**src/rtl/mux2_rr_arbiter_pkg.sv**
```systemverilog
// Shared types and constants for the two-requester round-robin arbiter:
// FSM state encoding, default datapath/hold sizing and the stats saturation value.
package mux2_rr_arbiter_pkg;

   typedef enum logic [1:0] {
      ST_IDLE  = 2'd0,
      ST_GNT_A = 2'd1,
      ST_GNT_B = 2'd2
   } state_t;

   localparam int          DEF_WIDTH    = 16;
   localparam int          DEF_MAX_HOLD = 4;
   localparam logic [15:0] CNT_SAT      = 16'hFFFF;

   // clog2(max_hold)+1 is never below 1, so MAX_HOLD=0 still gets a 1-bit counter.
   function automatic int hold_width(input int max_hold);
      return $clog2(max_hold) + 1;
   endfunction

endpackage

```
**src/rtl/mux2_rr_arbiter_mux.sv**
```systemverilog
// Enabled 2:1 datapath mux shared by the two requesters; output is zero while disabled.
module mux2_rr_arbiter_mux #(
   parameter int WIDTH = 16
) (
   input  logic [WIDTH-1:0] a,
   input  logic [WIDTH-1:0] b,
   input  logic             sel,
   input  logic             en,
   output logic [WIDTH-1:0] y
);

   genvar gi;
   generate
      for (gi = 0; gi < WIDTH; gi++) begin : g_bit
         assign y[gi] = en & (sel ? b[gi] : a[gi]);
      end
   endgenerate

endmodule

```
**src/rtl/mux2_rr_arbiter.sv**
```systemverilog
// Round-robin arbiter for two bursting producers feeding one registered valid/ready output stage.
// Optional per-requester beat counters are built when MUX2_RR_ARBITER_STATS_EN is defined.
module mux2_rr_arbiter
   import mux2_rr_arbiter_pkg::*;
#(
   parameter int WIDTH    = DEF_WIDTH,
   parameter int MAX_HOLD = DEF_MAX_HOLD
) (
   input  logic             clk,
   input  logic             rst,
   input  logic             req_a,
   input  logic             last_a,
   input  logic [WIDTH-1:0] data_a,
   input  logic             req_b,
   input  logic             last_b,
   input  logic [WIDTH-1:0] data_b,
   output logic             gnt_a,
   output logic             gnt_b,
   output logic             mux_sel,
   output logic             mux_en,
   output logic [WIDTH-1:0] out_data,
   output logic             out_valid,
   input  logic             out_ready,
   output logic [15:0]      cnt_a,
   output logic [15:0]      cnt_b
);

   localparam int                HOLD_W    = hold_width(MAX_HOLD);
   localparam bit                LIMITED   = (MAX_HOLD != 0);
   localparam logic [HOLD_W-1:0] HOLD_LAST = HOLD_W'((MAX_HOLD > 0) ? MAX_HOLD - 1 : 0);

   state_t            state_reg, state_next;
   logic              prio_reg, prio_next;   // 0 = A has priority, 1 = B
   logic [HOLD_W-1:0] hold_reg, hold_next;
   logic              out_valid_reg;
   logic [WIDTH-1:0]  out_data_reg;
   logic [WIDTH-1:0]  mux_y;

   logic in_ready;
   logic owner_req, owner_last, other_req;
   logic beat, at_limit, grant_end;

   assign gnt_a     = (state_reg == ST_GNT_A);
   assign gnt_b     = (state_reg == ST_GNT_B);
   assign mux_sel   = (state_reg == ST_GNT_B);
   assign mux_en    = (state_reg != ST_IDLE);
   assign out_data  = out_data_reg;
   assign out_valid = out_valid_reg;

   mux2_rr_arbiter_mux #(.WIDTH(WIDTH)) u_mux (
      .a   (data_a),
      .b   (data_b),
      .sel (mux_sel),
      .en  (mux_en),
      .y   (mux_y)
   );

   assign in_ready = ~out_valid_reg | out_ready;

   always_comb begin
      owner_req  = 1'b0;
      owner_last = 1'b0;
      other_req  = 1'b0;
      case (state_reg)
         ST_GNT_A: begin
            owner_req  = req_a;
            owner_last = last_a;
            other_req  = req_b;
         end
         ST_GNT_B: begin
            owner_req  = req_b;
            owner_last = last_b;
            other_req  = req_a;
         end
         default: ;
      endcase
   end

   assign beat      = owner_req & in_ready;
   assign at_limit  = LIMITED & (hold_reg == HOLD_LAST);
   assign grant_end = mux_en & (~owner_req | (beat & (owner_last | (at_limit & other_req))));

   always_comb begin
      state_next = state_reg;
      prio_next  = prio_reg;
      hold_next  = hold_reg;
      case (state_reg)
         ST_IDLE: begin
            if (req_a & (~req_b | ~prio_reg)) begin
               state_next = ST_GNT_A;
            end else if (req_b) begin
               state_next = ST_GNT_B;
            end
         end
         ST_GNT_A: begin
            if (grant_end) begin
               state_next = req_b ? ST_GNT_B : ST_IDLE;
               prio_next  = 1'b1;
               hold_next  = '0;
            end else if (beat & ~at_limit) begin
               hold_next = hold_reg + 1'b1;
            end
         end
         ST_GNT_B: begin
            if (grant_end) begin
               state_next = req_a ? ST_GNT_A : ST_IDLE;
               prio_next  = 1'b0;
               hold_next  = '0;
            end else if (beat & ~at_limit) begin
               // Parks at the limit so a late-arriving competitor takes over on the next beat.
               hold_next = hold_reg + 1'b1;
            end
         end
         default: begin
            state_next = ST_IDLE;
            hold_next  = '0;
         end
      endcase
   end

   always_ff @(posedge clk or posedge rst) begin
      if (rst) begin
         state_reg     <= ST_IDLE;
         prio_reg      <= 1'b0;
         hold_reg      <= '0;
         out_valid_reg <= 1'b0;
         out_data_reg  <= '0;
      end else begin
         state_reg <= state_next;
         prio_reg  <= prio_next;
         hold_reg  <= hold_next;
         if (beat) begin
            out_data_reg  <= mux_y;
            out_valid_reg <= 1'b1;
         end else if (out_ready) begin
            out_valid_reg <= 1'b0;
         end
      end
   end

`ifdef MUX2_RR_ARBITER_STATS_EN
   logic [15:0] cnt_a_reg, cnt_b_reg;

   always_ff @(posedge clk or posedge rst) begin
      if (rst) begin
         cnt_a_reg <= '0;
         cnt_b_reg <= '0;
      end else begin
         if (beat && gnt_a && (cnt_a_reg != CNT_SAT)) begin
            cnt_a_reg <= cnt_a_reg + 16'd1;
         end
         if (beat && gnt_b && (cnt_b_reg != CNT_SAT)) begin
            cnt_b_reg <= cnt_b_reg + 16'd1;
         end
      end
   end

   assign cnt_a = cnt_a_reg;
   assign cnt_b = cnt_b_reg;
`else
   assign cnt_a = 16'h0000;
   assign cnt_b = 16'h0000;
`endif

endmodule

```
**config.mk**
```make
export PLATFORM = sky130hd
export DESIGN_NAME = mux2_rr_arbiter
export DESIGN_NICKNAME = d
export VERILOG_FILES = /design/src/rtl/mux2_rr_arbiter_pkg.sv /design/src/rtl/mux2_rr_arbiter_mux.sv /design/src/rtl/mux2_rr_arbiter.sv
export SDC_FILE = /design/constraint.sdc
export NUM_CORES = 1
export LEC_CHECK = 0
export CORE_ASPECT_RATIO = 0.8
export CORE_MARGIN = 2
export CORE_UTILIZATION = 50
export DETAILED_ROUTE_END_ITERATION = 10
export DONT_BUFFER_PORTS = 1
export MAX_ROUTING_LAYER = met4
export PLACE_DENSITY = 0.71
export SLEW_MARGIN = 20
export SYNTH_ARGS = -nofsm -noshare
export SYNTH_HDL_FRONTEND = slang
export SYNTH_SLANG_ARGS = --single-unit
```
**constraint.sdc**
```tcl
create_clock -name clk -period 2.4 [get_ports clk]
set_input_delay 0.48 -clock clk [delete_from_list [all_inputs] [get_ports clk]]
set_output_delay 0.48 -clock clk [all_outputs]
set_load 0.005 [all_outputs]
```
==> results of run 1 <==
## power by group
part           internal [mW]  leakage (nW)  total [mW]  switching (mW)
clock network          0.116        0.0255       0.237           0.121
registers              0.554         0.302       0.684           0.130
logic                  0.366         0.424       0.845           0.479
## area by class of cell
cell class	instances	area (um^2)	share of cell area
multi-input combinational	116	797	0.521
inverter	8	30.0	0.0196
timing repair buffer	4	30.0	0.0196
clock inverter	1	5.00	0.00327
tap	40	50.0	0.0327
clock buffer	3	41.3	0.0270
sequential	23	576	0.376
## final timing paths
kind | slack, ps | cells past startpoint | endpoint
hold / removal | 270 | 1 | out_data[13]
hold reg to reg | 510 | 2 | out_data[6]
setup reg to reg | 330 | 6 | state_reg[1]
setup / recovery | 330 | 6 | state_reg[1]
max in group asynchronous | 1600 | 1 | out_data[5]
min in group clk | 440 | 2 | out_data[12]
## routing by layer
metal | wire length, um | vias up | GRT usage
met2 | 1310 | 50 | 0.252
met4 | 12 | 0 | 0.0306
met3 | 312 | 2 | 0.0607
met1 | 1180 | 467 | 0.189
met5 | 0 | - | -
li1 | - | 475 | -
## through the flow
step	area, um^2	hold WS (ps)	cells	utilization	power (mW)
floorplan	1690	466	187	-	1.42
CTS	1530	299	195	0.503	1.79
global placement	1480	482	191	0.488	1.49
finish	1530	270	195	0.503	1.77
global route	1530	353	195	0.503	1.91
detailed placement	1480	497	191	0.488	1.55
## kinds of logic after synthesis
family / share of synthesized area
flops: 0.366
compound gates: 0.160
simple gates: 0.0876
buf+inv: 0.201
fa+ha+maj: 0.0557
other cells: 0.00239
mux: 0.127
## placed cells by master, fill, tap and decap left out, drive strengths merged
cell type,n
conb,32
buf,4
a2bb2oi,1
a21o,2
mux2,2
ha,7
and2,1
inv,8
or3b,1
mux2i,17
clkbuf,3
nand2b,2
nor2,1
a311oi,1
a32oi,1
nand2,19
a22o,5
clkinv,1
o31ai,17
dfrtp,23
nand3,2
a21oi,2
o21ai,1
a31oi,1
nor4,1
## worst max-delay path, delay by kind of cell (launching register included)
kind	cells	cell delay (ps)
AO/OA/AOI/OAI	2	540
adder cells (fa/ha/maj)	1	410
buffers and inverters	1	140
flip-flops	1	410
multiplexers	1	320
AND/OR/NAND/NOR	1	140
==> reports/qor.yml, run 1 <==
critical_path:
  cp.arrival_ps: 2230
  worstSetupStartpointType: "flip-flop"
  r2r-start: "state_reg[0]"
  cp-startpoint: "state_reg[0]"
  worstPathRequired_ps: 2560
  crit_slowest_cell: "dfrtp_1"
  path_max_fanout: 9
  path_cells: "inv_1 -> ha_1 -> a22o_2 -> nand3_1 -> a32oi_2 -> mux2_4"
  critPathCaptureType: "flip-flop"
  path_class: "reg -> reg"
  slowest_delay_ps: 410
synth:
  synthArstFlopShare: 1.00
  netlist_area_um2: 1570
  synth_edf_count: 0
  synth_cell_types: 31
  avgSynthCellArea_um2: 10.1
  ys_ff_latch: 23
  synth_top_area_frac: 0.366
  ys_warn_count: 0
  syn-instance-count: 156
  synth_ff_type: "dfrtp_1"
  ys_top_cells_by_area: "dfrtp_1 (37%), buf_4 (16%), mux2i_1 (11%)"
  synth_most_common_cell: "buf_4"
  ys_seq_area_frac: 0.366
  synthTopCellsByCount: "buf_4 (33), dfrtp_1 (23), nand2_1 (18)"
  yosys.area.top_type: "dfrtp_1"
global_routing:
  overflow: 0
  grt_pass1_vias: 864
  antenna_found_initial: 0
  grt_max_degree: 27
  grt_pass1_wl_um: 3990
  track_usage: 0.156
timing:
  max_freq_ghz: 0.482
  tightest_slew_ps: 853
  final.setup.tns_ps: 0
  setup_viol_count_final: 0
  worst_slew_margin_rel: 0.431
  layout_min_cycle_time_ps: 2070
  fin_skew_ps: 6.97
  final-hold-violation-count: 0
  slew_violations: 0
  finalCritPeriodShare: 0.864
  grt_setup_unrepaired: "no"
  setup_ws_ps: 326
status:
  status: "completed"
floorplan:
  dieArea_um2: 3610
  core-area_um2: 3040
  chipHeight_um: 54.1
  placementRows: 18
  die_x_um: 66.7
  start_util: 0.517
  io_pins: 92
cells_and_area:
  area_growth_pct: -2.71
  layout-drive-gt1-share: 0.123
  num_antenna_cells: 0
  final.fill_count: 276
  nNetsFinal: 202
  largest_register_ffs: 16
clock_network:
  root_buffer: "clkbuf_8"
  cts_sinks: 23
  clkSlewWorstSetupHoldPaths_ps: 80
  cts_tree: "done"
  insertion_delay_ps: 260
  clk_path_buf_depth: 2
  cts_resized: 0
  numCtsBuffers: 3
  post-cts-setup-buffers: 0
  cts.htree.levels: 1
  cts_hold_buf: 0
drt:
  drc_errors: 0
  via_per_inst: 5.10
  ant_nets: 0
  routedWlPerCell_um: 14.4
  drt-initial-drc-count: 22
  dr.pass1.iters: 4
  num_vias: 994
  wirelength_um: 2820
pwr:
  leakagePower_nw: 0.752
  power_density_nw_per_um2: 1160
  ir_drop_v: 0.000789
worst_hold_path:
  hold_path.class: "in -> async"
placement:
  hpwl_um: 2200
  port-buffer-count: 0
  gp_congestion: 0.719
  dp_slack_ps: 347
job:
  drv_cap: 0
No activity file was read; power rests on OpenSTA's default activity.
==> run 2, diff against run 1 <==
CORE_UTILIZATION = 35   (was 50)
GPL_TIMING_DRIVEN = 0   (was not set)
PLACE_DENSITY = 0.55   (was 0.71)
clock period = 2.2 ns   (was 2.4 ns; I/O delays follow)
==> run 2 against run 1 <==
Global-route usage decreased by 0.96 points. Register-to-register slack got worse by 170 ps. Hold slack got worse by 37 ps. Die area increased by 40%. Highest routed layer unchanged. Cell count increased by 27%. Clock skew decreased by 4.9 ps. Setup slack got worse by 170 ps. Wire length increased by 17%. Count of clock-buffer cells in the layout increased by 1. Via count increased by 14%. Final area increased by 18%.
==> reports/qor.yml, run 2 (same netlist as run 1, synthesis figures left out) <==
timing:
  setup_viol_count_final: 0  # unchanged
  worst_slew_margin_rel: 0.432  # +0.00125
  final-hold-violation-count: 0  # unchanged
  max_freq_ghz: 0.489  # +1.4%
  final.setup.tns_ps: 0  # unchanged
  fin_skew_ps: 2.10  # -4.87 ps
  finalCritPeriodShare: 0.930  # +0.0654
  slew_violations: 0  # unchanged
  grt_setup_unrepaired: "no"
  layout_min_cycle_time_ps: 2050  # -29.0 ps
  worst_hold_slack_ps: 233  # -37.1 ps
  tightest_slew_ps: 851  # -1.88 ps
global_routing:
  grt_pass1_wl_um: 5620  # +41%
  antenna_found_initial: 0  # unchanged
  track_usage: 0.147  # -0.00956
  grt_max_degree: 24  # -11%
  overflow: 0  # unchanged
  grt_pass1_vias: 1147  # +33%
cells_and_area:
  largest_register_ffs: 16  # unchanged
  final_common_cell: "buf_4"
  layout-drive-gt1-share: 0.267  # +0.144
  nNetsFinal: 238  # +18%
  num_antenna_cells: 0  # unchanged
  final_cell_mix: "buf_4 (33), conb_1 (32), dfrtp_1 (23), nand2_1 (18)"
  final.fill_count: 421  # +53%
  area_growth_pct: 14.8
floorplan:
  io_pins: 92  # unchanged
  core-area_um2: 4260  # +40%
  chipHeight_um: 63.9  # +18%
  die_x_um: 78.9  # +18%
  dieArea_um2: 5050  # +40%
  start_util: 0.369  # -0.148
  placementRows: 21  # +3
clock_network:
  clk_path_buf_depth: 2  # unchanged
  numCtsBuffers: 3  # unchanged
  root_buffer: "clkbuf_8"
  cts_resized: 0  # unchanged
  cts_tree: "done"
  cts_hold_buf: 0  # unchanged
  clkSlewWorstSetupHoldPaths_ps: 80  # about the same
  cts_sinks: 23  # unchanged
  cts.htree.levels: 1  # unchanged
  insertion_delay_ps: 260  # about the same
  post-cts-setup-buffers: 0  # unchanged
drt:
  route.met3.wl_um: 405  # +30%
  wl_met2_um: 1510  # +15%
  via_per_inst: 4.58  # -10%
  drt-initial-drc-count: 69  # +210%
  highest_layer: "met4"
  dr.pass1.iters: 4  # unchanged
  ant_nets: 0  # unchanged
  wl_met1_um: 1320  # +11%
  routedWlPerCell_um: 13.3  # -7.8%
  num_vias: 1135  # +14%
  wirelength_um: 3300  # +17%
  drc_errors: 0  # unchanged
status:
  status: "completed"
worst_hold_path:
  hold_path.class: "in -> async"
critical_path:
  path_max_fanout: 10  # +1
  slowest_delay_ps: 400  # about the same
  reg2reg_depth: 7  # +1
  path_cells: "inv_1 -> ha_1 -> buf_6 -> a22o_4 -> nand2_2 -> a32oi_2 -> mux2_4"
  crit_slowest_cell: "dfrtp_1"
  critPathCaptureType: "flip-flop"
  worstPathRequired_ps: 2350  # -210 ps
  path_class: "reg -> reg"
  cp.arrival_ps: 2190  # -40 ps
  worstSetupStartpointType: "flip-flop"
pwr:
  leakagePower_nw: 0.929  # +24%
  ir_drop_v: 0.000369  # -53%
  power_density_nw_per_um2: 1110  # -3.9%
job:
  drv_cap: 0  # unchanged
placement:
  port-buffer-count: 0  # unchanged
  hpwl_um: 2700  # +23%
  gp_congestion: 0.827  # +15%
run 2: metrics by stage:
stage	utilization	area [um^2]	instances	setup WS (ps)	power (mW)
CTS	0.424	1800	248	148	2.03
detailed placement	0.413	1760	244	182	1.77
global placement	0.413	1760	244	228	1.72
finish	0.424	1800	248	155	2.00
floorplan	-	1690	187	393	1.54
global route	0.424	1800	248	24.2	2.20
run 2: final timing paths:
kind / from / to / slack, ps
min in group clk: data_a[10] / out_data[10] / 400
setup reg to reg: state_reg[0] / state_reg[1] / 150
hold / removal: rst / out_data[14] / 230
setup / recovery: state_reg[0] / state_reg[1] / 150
max in group asynchronous: rst / hold_reg[2] / 1440
hold reg to reg: hold_reg[2] / hold_reg[2] / 510
run 2: layout make-up:
| cell class | instances | area, um^2 | area share |
|---|---|---|---|
| Buffer | 40 | 285 | 0.158 |
| Clock buffer | 4 | 45.0 | 0.0250 |
| Inverter | 8 | 30.0 | 0.0166 |
| Multi-Input combinational cell | 116 | 797 | 0.442 |
| Sequential cell | 23 | 576 | 0.319 |
| Tap cell | 57 | 71.3 | 0.0395 |
run 2: power breakdown:
group          internal, mW  switching [mW]
clock                 0.129           0.127
sequential            0.604           0.148
combinational         0.443           0.552
run 2: critical path, delay by kind of cell, from the launching register on:
family | cells | cell delay [ps]
compound gates | 2 | 480
fa+ha+maj | 1 | 300
buf+inv | 2 | 350
flops | 1 | 400
mux | 1 | 330
simple gates | 1 | 80
run 2: routing by layer:
layer / vias to the layer above / track usage
met5: - / -
met4: 0 / 0.0560
met3: 6 / 0.0508
met2: 79 / 0.224
met1: 504 / 0.179
li1: 546 / -
==> run 3, diff against run 2 <==
CTS_CLUSTER_DIAMETER = 30   (was not set)
==> results of run 3 <==
The final DEF is identical to that of run 2; final timing and power are the same.
